$ cat src/rtl/seq_stream_ctrl_pkg.sv
// Package for the sequence-detector feed controller.
// Holds the FSM state type, the default parameter values, the pattern the
// downstream detector looks for, and a small width helper for counters.
package seq_ctrl_pkg;

    typedef enum logic [1:0] {
        IDLE  = 2'd0,
        SHIFT = 2'd1,
        DRAIN = 2'd2
    } seq_ctrl_state_e;

    localparam int SEQ_DATA_W    = 8;
    localparam int SEQ_CNT_W     = 8;
    localparam int SEQ_DRAIN_CYC = 2;

    // Serial pattern recognised by the downstream detector.
    localparam logic [5:0] SEQ_PATTERN = 6'b101001;

    // Bits needed to hold a down-counter starting at n-1 (at least 1 bit).
    function automatic int cnt_width(input int n);
        return (n > 1) ? $clog2(n) : 1;
    endfunction

endpackage

$ cat src/rtl/seq_stream_ctrl_if.sv
// Producer-side valid/ready word interface of the feed controller.
//   in_valid : producer has a word
//   in_data  : word to serialize (DATA_W bits)
//   in_ready : controller takes in_data this cycle
// master = producer side, slave = controller side.
interface seq_stream_if
    import seq_ctrl_pkg::*;
#(
    parameter int DATA_W = SEQ_DATA_W
);
    logic              in_valid;
    logic [DATA_W-1:0] in_data;
    logic              in_ready;

    modport master (
        output in_valid,
        output in_data,
        input  in_ready
    );

    modport slave (
        input  in_valid,
        input  in_data,
        output in_ready
    );
endinterface

$ cat src/rtl/seq_stream_ctrl_det_counter.sv
// det_counter: counts rising edges of the detector's tone output.
//   clk, rst  : clock, asynchronous active-high reset
//   clear     : synchronous clear of det_count and irq (wins over an event)
//   tone      : detector output
//   thresh    : irq threshold, 0 disables irq
//   det_count : saturating count of tone rising edges (registered)
//   irq       : sticky, set when det_count steps onto thresh (registered)
module det_counter
    import seq_ctrl_pkg::*;
#(
    parameter int CNT_W = SEQ_CNT_W
) (
    input  logic             clk,
    input  logic             rst,
    input  logic             clear,
    input  logic             tone,
    input  logic [CNT_W-1:0] thresh,
    output logic [CNT_W-1:0] det_count,
    output logic             irq
);

    localparam logic [CNT_W-1:0] CNT_MAX = {CNT_W{1'b1}};

    logic             tone_q;
    logic [CNT_W-1:0] count_q, count_d;
    logic             irq_q, irq_d;
    logic             tone_event;

    assign tone_event = tone && !tone_q;

    always_comb begin
        count_d = count_q;
        irq_d   = irq_q;
        if (clear) begin
            count_d = '0;
            irq_d   = 1'b0;
        end else if (tone_event && (count_q != CNT_MAX)) begin
            count_d = count_q + CNT_W'(1);
            // Only a real step onto thresh sets irq; sitting at saturation
            // produces no further steps, so irq fires once.
            if ((thresh != '0) && (count_d == thresh)) begin
                irq_d = 1'b1;
            end
        end
    end

    always_ff @(posedge clk or posedge rst) begin
        if (rst) begin
            tone_q  <= 1'b0;
            count_q <= '0;
            irq_q   <= 1'b0;
        end else begin
            tone_q  <= tone;
            count_q <= count_d;
            irq_q   <= irq_d;
        end
    end

    assign det_count = count_q;
    assign irq       = irq_q;

endmodule

$ cat src/rtl/seq_stream_ctrl.sv
// seq_stream_ctrl: accepts parallel words over valid/ready and serializes
// them MSB-first into the detector's stream input; counts tone pulses.
//   clk, rst     : clock, asynchronous active-high reset
//   enable       : permits acceptance of new words
//   clear        : synchronous clear of det_count / irq
//   in_if        : producer word interface (slave side)
//   stream_bit   : serialized bit (registered)
//   stream_valid : stream_bit is live (registered)
//   tone         : detector output
//   thresh       : irq threshold, 0 disables irq
//   det_count    : saturating detection count (registered)
//   irq          : sticky threshold interrupt (registered)
//   busy         : controller not in IDLE (registered)
module seq_stream_ctrl
    import seq_ctrl_pkg::*;
#(
    parameter int DATA_W    = SEQ_DATA_W,
    parameter int CNT_W     = SEQ_CNT_W,
    parameter int DRAIN_CYC = SEQ_DRAIN_CYC
) (
    input  logic             clk,
    input  logic             rst,
    input  logic             enable,
    input  logic             clear,
    seq_stream_if.slave      in_if,
    output logic             stream_bit,
    output logic             stream_valid,
    input  logic             tone,
    input  logic [CNT_W-1:0] thresh,
    output logic [CNT_W-1:0] det_count,
    output logic             irq,
    output logic             busy
);

    localparam int BW = cnt_width(DATA_W);
    localparam int DW = cnt_width(DRAIN_CYC);
    localparam logic [BW-1:0] BIT_LAST   = BW'(DATA_W - 1);
    localparam logic [DW-1:0] DRAIN_LAST = DW'(DRAIN_CYC - 1);

    seq_ctrl_state_e   state_q, state_d;
    logic [DATA_W-1:0] shreg_q, shreg_d;
    logic [BW-1:0]     bit_cnt_q, bit_cnt_d;
    logic [DW-1:0]     drain_cnt_q, drain_cnt_d;
    logic              stream_valid_q;
    logic              busy_q;
    logic              ready_c;
    logic              load_c;

    always_comb begin
        state_d     = state_q;
        shreg_d     = shreg_q;
        bit_cnt_d   = bit_cnt_q;
        drain_cnt_d = drain_cnt_q;
        ready_c     = 1'b0;

        case (state_q)
            IDLE: begin
                ready_c = enable;
            end
            SHIFT: begin
                // A new word may only enter on the last bit cycle, which is
                // what makes back-to-back words seamless.
                ready_c   = enable && (bit_cnt_q == '0);
                shreg_d   = {shreg_q[DATA_W-2:0], 1'b0};
                bit_cnt_d = bit_cnt_q - BW'(1);
                if (bit_cnt_q == '0) begin
                    // Overridden below when a word is taken this cycle.
                    state_d     = DRAIN;
                    drain_cnt_d = DRAIN_LAST;
                    bit_cnt_d   = '0;
                    shreg_d     = '0;
                end
            end
            DRAIN: begin
                if (drain_cnt_q == '0) begin
                    state_d = IDLE;
                end else begin
                    drain_cnt_d = drain_cnt_q - DW'(1);
                end
            end
            default: begin
                state_d     = IDLE;
                shreg_d     = '0;
                bit_cnt_d   = '0;
                drain_cnt_d = '0;
            end
        endcase

        load_c = in_if.in_valid && ready_c;
        if (load_c) begin
            state_d   = SHIFT;
            shreg_d   = in_if.in_data;
            bit_cnt_d = BIT_LAST;
        end
    end

    always_ff @(posedge clk or posedge rst) begin
        if (rst) begin
            state_q        <= IDLE;
            shreg_q        <= '0;
            bit_cnt_q      <= '0;
            drain_cnt_q    <= '0;
            stream_valid_q <= 1'b0;
            busy_q         <= 1'b0;
        end else begin
            state_q        <= state_d;
            shreg_q        <= shreg_d;
            bit_cnt_q      <= bit_cnt_d;
            drain_cnt_q    <= drain_cnt_d;
            stream_valid_q <= (state_d == SHIFT);
            busy_q         <= (state_d != IDLE);
        end
    end

    assign in_if.in_ready = ready_c;
    // shreg is cleared on leaving SHIFT, so the stream bit reads 0 when idle.
    assign stream_bit     = shreg_q[DATA_W-1];
    assign stream_valid   = stream_valid_q;
    assign busy           = busy_q;

    det_counter #(
        .CNT_W (CNT_W)
    ) u_det_counter (
        .clk       (clk),
        .rst       (rst),
        .clear     (clear),
        .tone      (tone),
        .thresh    (thresh),
        .det_count (det_count),
        .irq       (irq)
    );

endmodule

$ cat src/flat_wrapper.sv
// flat-port wrapper written by rule: the top's interface ports become plain ports
module seq_stream_ctrl_flat import seq_ctrl_pkg::*;
#(
    parameter int DATA_W    = SEQ_DATA_W,
    parameter int CNT_W     = SEQ_CNT_W,
    parameter int DRAIN_CYC = SEQ_DRAIN_CYC
)
  (clk, rst, enable, clear, stream_bit, stream_valid, tone, thresh, det_count, irq, busy, in_if_in_valid, in_if_in_data, in_if_in_ready);
  seq_stream_if #(.DATA_W(DATA_W)) in_if_i ();
  input  logic clk;
  input  logic rst;
  input  logic enable;
  input  logic clear;
  output logic stream_bit;
  output logic stream_valid;
  input  logic tone;
  input  logic [CNT_W-1:0] thresh;
  output logic [CNT_W-1:0] det_count;
  output logic irq;
  output logic busy;
  input wire logic [$bits(in_if_i.in_valid)-1:0] in_if_in_valid;
  input wire logic [$bits(in_if_i.in_data)-1:0] in_if_in_data;
  output wire logic [$bits(in_if_i.in_ready)-1:0] in_if_in_ready;
  assign in_if_i.in_valid = in_if_in_valid;
  assign in_if_i.in_data = in_if_in_data;
  assign in_if_in_ready = in_if_i.in_ready;
  seq_stream_ctrl #(.DATA_W(DATA_W), .CNT_W(CNT_W), .DRAIN_CYC(DRAIN_CYC)) u_core (.clk(clk), .rst(rst), .enable(enable), .clear(clear), .in_if(in_if_i), .stream_bit(stream_bit), .stream_valid(stream_valid), .tone(tone), .thresh(thresh), .det_count(det_count), .irq(irq), .busy(busy));
endmodule
$ cat config.mk
export PLATFORM = sky130hd
export DESIGN_NAME = seq_stream_ctrl_flat
export DESIGN_NICKNAME = d
export VERILOG_FILES = /design/src/rtl/seq_stream_ctrl_pkg.sv /design/src/rtl/seq_stream_ctrl_if.sv /design/src/rtl/seq_stream_ctrl_det_counter.sv /design/src/rtl/seq_stream_ctrl.sv /design/src/flat_wrapper.sv
export SDC_FILE = /design/constraint.sdc
export NUM_CORES = 1
export LEC_CHECK = 0
export CAP_MARGIN = 20
export CORE_MARGIN = 3
export CORE_UTILIZATION = 51
export CTS_BUF_LIST = sky130_fd_sc_hd__clkbuf_2 sky130_fd_sc_hd__clkbuf_4 sky130_fd_sc_hd__clkbuf_8
export CTS_CLUSTER_DIAMETER = 100
export CTS_CLUSTER_SIZE = 8
export DETAILED_ROUTE_END_ITERATION = 8
export PLACE_DENSITY = 0.88
export SKIP_CTS_REPAIR_TIMING = 1
export SYNTH_ARGS = -nofsm -noshare
export SYNTH_HDL_FRONTEND = slang
export SYNTH_SLANG_ARGS = --single-unit
$ cat constraint.sdc
create_clock -name clk -period 1.85 [get_ports clk]
set_input_delay 0.37 -clock clk [delete_from_list [all_inputs] [get_ports clk]]
set_output_delay 0.37 -clock clk [all_outputs]
set_load 0.01 [all_outputs]
==> results of run 1 <==
critical path, cell delays in order (launching register included):
cell and delay (ns):
dfrtp_1 0.44, o31ai_4 0.29, and3b_4 0.23, clkbuf_2 0.13
layer usage:
layer / vias to the layer above / share of wire (%) / wire [um]
met3: 7 / 5.5 / 184
met5: - / 0 / 0
li1: 603 / - / -
met4: 0 / 1.5 / 51
met2: 54 / 51 / 1700
met1: 592 / 42 / 1400
worst min-delay path by stage:
stage / endpoint / cells past startpoint / start
after floorplan: u_core.u_det_counter.tone_q / 0 / tone
after global routing: u_core.u_det_counter.det_count[2] / 3 / rst
after global placement: u_core.shreg_q[5] / 1 / u_core.shreg_q[4]
after CTS: u_core.u_det_counter.det_count[3] / 3 / rst
after detailed placement: u_core.shreg_q[2] / 1 / u_core.shreg_q[1]
final: u_core.u_det_counter.det_count[4] / 3 / rst
layout make-up:
class	instances	share of cell area, %
flip-flops and latches	26	33.3
clock buffers	4	1.85
well taps	30	1.91
multi-input cells	105	38.1
inverters	2	0.383
repair buffers	53	24.5
cells in the final DEF, fill, tap and decap left out, drive strengths merged, types with 5 or more instances in the layout:
cell type,n
a221o,8
buf,19
clkbuf,5
clkdlybuf4s50,32
dfrtp,26
nand2,10
nand3,6
nor2,13
nor3b,9
o21ai,8
xnor2,9
xor2,7
Yosys cell counts, drive strengths merged (2+ instances only):
master,count
xnor2,9
mux2i,3
o21ai,8
nand3,6
nand2,10
nand2b,3
nor3b,9
clkbuf,3
nor2b,3
xor2,7
buf,7
nor3,3
a221o,8
inv,2
dfrtp,26
a21oi,3
nor2,13
and4,3
power by group through the flow:
stage                     Clock [mW]  Combinational (mW)  Sequential, mW
after floorplan                    0               0.422           0.831
after global placement             0               0.719           0.811
after detailed placement           0               0.755           0.821
after CTS                      0.285               0.760           0.814
after global routing           0.314               0.857           0.843
final                          0.277               0.778           0.827
through the flow:
| step | setup WS, ns | hold slack (ns) |
|---|---|---|
| 2_1_floorplan | 0.0975 | 0.401 |
| 3_3_place_gp | -0.0653 | 0.483 |
| 3_5_place_dp | -0.126 | 0.492 |
| 4_1_cts | -0.366 | 0.393 |
| 5_1_grt | -0.00112 | 0.399 |
| 6_report | 0.0695 | 0.390 |
flip-flops by register name, summed over array words and instances, names as in the netlist:
register and count:
u_core.state_q 2, u_core.u_det_counter.tone_q 1, u_core.stream_valid 1, u_core.bit_cnt_q 3, u_core.shreg_q 8, u_core.u_det_counter.det_count 8
u_core.busy 1, u_core.u_det_counter.irq 1, u_core.drain_cnt_q 1
kinds of logic after synthesis:
| family | count (synthesis) |
|---|---|
| AO/OA/AOI/OAI | 26 |
| XOR/XNOR | 16 |
| adder cells (fa/ha/maj) | 1 |
| buffers and inverters | 12 |
| flip-flops | 26 |
| multiplexers | 3 |
| AND/OR/NAND/NOR | 59 |
==> impl_metrics.tcl, run 1 <==
set metrics [dict create \
    status "complete, no violations" \
    grt_usage_pct 20.7 \
    grt_pass1_vias 1295 \
    use_met2_pct 37.4 \
    start_util_pct 56.1 \
    diodes 0 \
    critPathCapture "in_if_in_ready" \
    io_buffers 34 \
    swShare_pct 33.0 \
    multi_input_comb_area_um2 747 \
    tightestPinTransition_ns 0.598 \
    crit_required_ns 1.48 \
    seq_power_share_pct 43.9 \
    gp_congestion 0.876 \
    syn2layout_area_growth_pct 35.1 \
    die_height_um 59.4 \
    fin_crit_ns 1.78 \
    dp.cells 215 \
    p_sw_uw 621 \
    seq_area_um2 653 \
    reg2regPathDepth 6 \
    drtPass1Iterations 5 \
    syn_area_mm2 0.00145 \
    endpoint_kind "output pin" \
    synth_warnings 0 \
    use_met3_pct 2.83 \
    nets 214 \
    drcViolationCount 0 \
    period_share_pct 96.2 \
    via_count 1256 \
    peakVddDrop_mv 0.883 \
    crit_fanout 3 \
    utilization_pct 75.7 \
    synth_edf_count 0 \
    post_drt_wl_per_cell_um 15.2 \
    synth_top_area_share_pct 44.8 \
    power_density_mw_per_mm2 959 \
    synthSimpleGateAreaFrac_pct 23.0 \
    synth_xor_area_share_pct 9.65 \
    tns_ns 0 \
    synth_mux_area_share_pct 2.07 \
    detailed_place_hpwl_um 2520 \
    grt_antenna_before_repair 0 \
    pwr-share-clk_pct 14.7 \
    ys_seq_area_share_pct 44.8 \
    fin_cells 220 \
    via_per_inst 5.71 \
    setup_viol 0 \
    postLayoutCellArea_mm2 0.00196 \
    worstReg2RegEnd "u_core.u_det_counter.irq" \
    r2r_slack_ns 0.12 \
    critPathLaunchType "register" \
    hold_viol 0 \
    wirelength_um 3340 \
    synth_top_family_by_area "simple AND/OR/NAND/NOR gates" \
    cts_buffers 3 \
    p_leak_nw 0.841 \
    hold_class "in2async" \
    ys_ff_latch 26 \
    synth-async-reset-ratio_pct 100 \
    grt_pass1_wl_um 5550 \
    antenna_left 0 \
    avgSynthCellArea_um2 10.2 \
    drtIter0Drc 51 \
    synth-compound-area-share_pct 14.7 \
    fill_cells 195 \
    synth.distinct_cells 38 \
    top_usage_layer "met2" \
    crit_start "u_core.bit_cnt_q[2]" \
    die_area_mm2 0.00352 \
    cts_root_buffer "clkbuf_4" \
    drv_slew 0 \
    maxCapViolCount 0 \
    io_pins 35 \
    p_total_mw 1.88 \
    finClkSkew_ns 0.00427 \
    core_mm2 0.00259 \
    synth_cells 143 \
    grt_max_degree 27 \
    met1_usage_pct 24.8 \
    worstReg2RegStart "u_core.u_det_counter.det_count[0]" \
    yosysTopAreaCell "dfrtp_1" \
    ys.flop_type "dfrtp_1" \
    rsz0062_at_grt "true" \
    cp.arrival_ns 1.41 \
    maxSlewHeadroom_pct 60.0 \
    clock_sinks 26 \
    syn_nets 166 \
    intPower_mw 1.26 \
    cts.clk_slew.worst_paths_ns 0.13 \
    clock_latency_ns 0.31 \
    synth_fa_ha_area_share_pct 0.861 \
    cts_buffer_depth 2 \
    synthTopCellsByArea "dfrtp_1 (45%), a221o_1 (5.5%), xnor2_1 (5.4%)" \
    drive_gt1_share_pct 16.3 \
    fp.dieW_um 59.4 \
    clock.fmax_mhz 562 \
    crit_type "reg2out" \
    dpl_cell_area_mm2 0.00190 \
    grt_overflow 0 \
    comb_power_share_pct 41.4 \
    fp-row-count 18 \
    htreeDepth 1 \
    cts_tree "built" \
]
Note: power is estimated with default switching activity, not from simulation.
==> inputs of run 2 (changes only) <==
Settings changed: CAP_MARGIN 20 to not set, GPL_ROUTABILITY_DRIVEN set to 1, TNS_END_PERCENT set to 100.
==> results of run 2 <==
No change in the layout: final DEF, timing and power equal those of run 1.
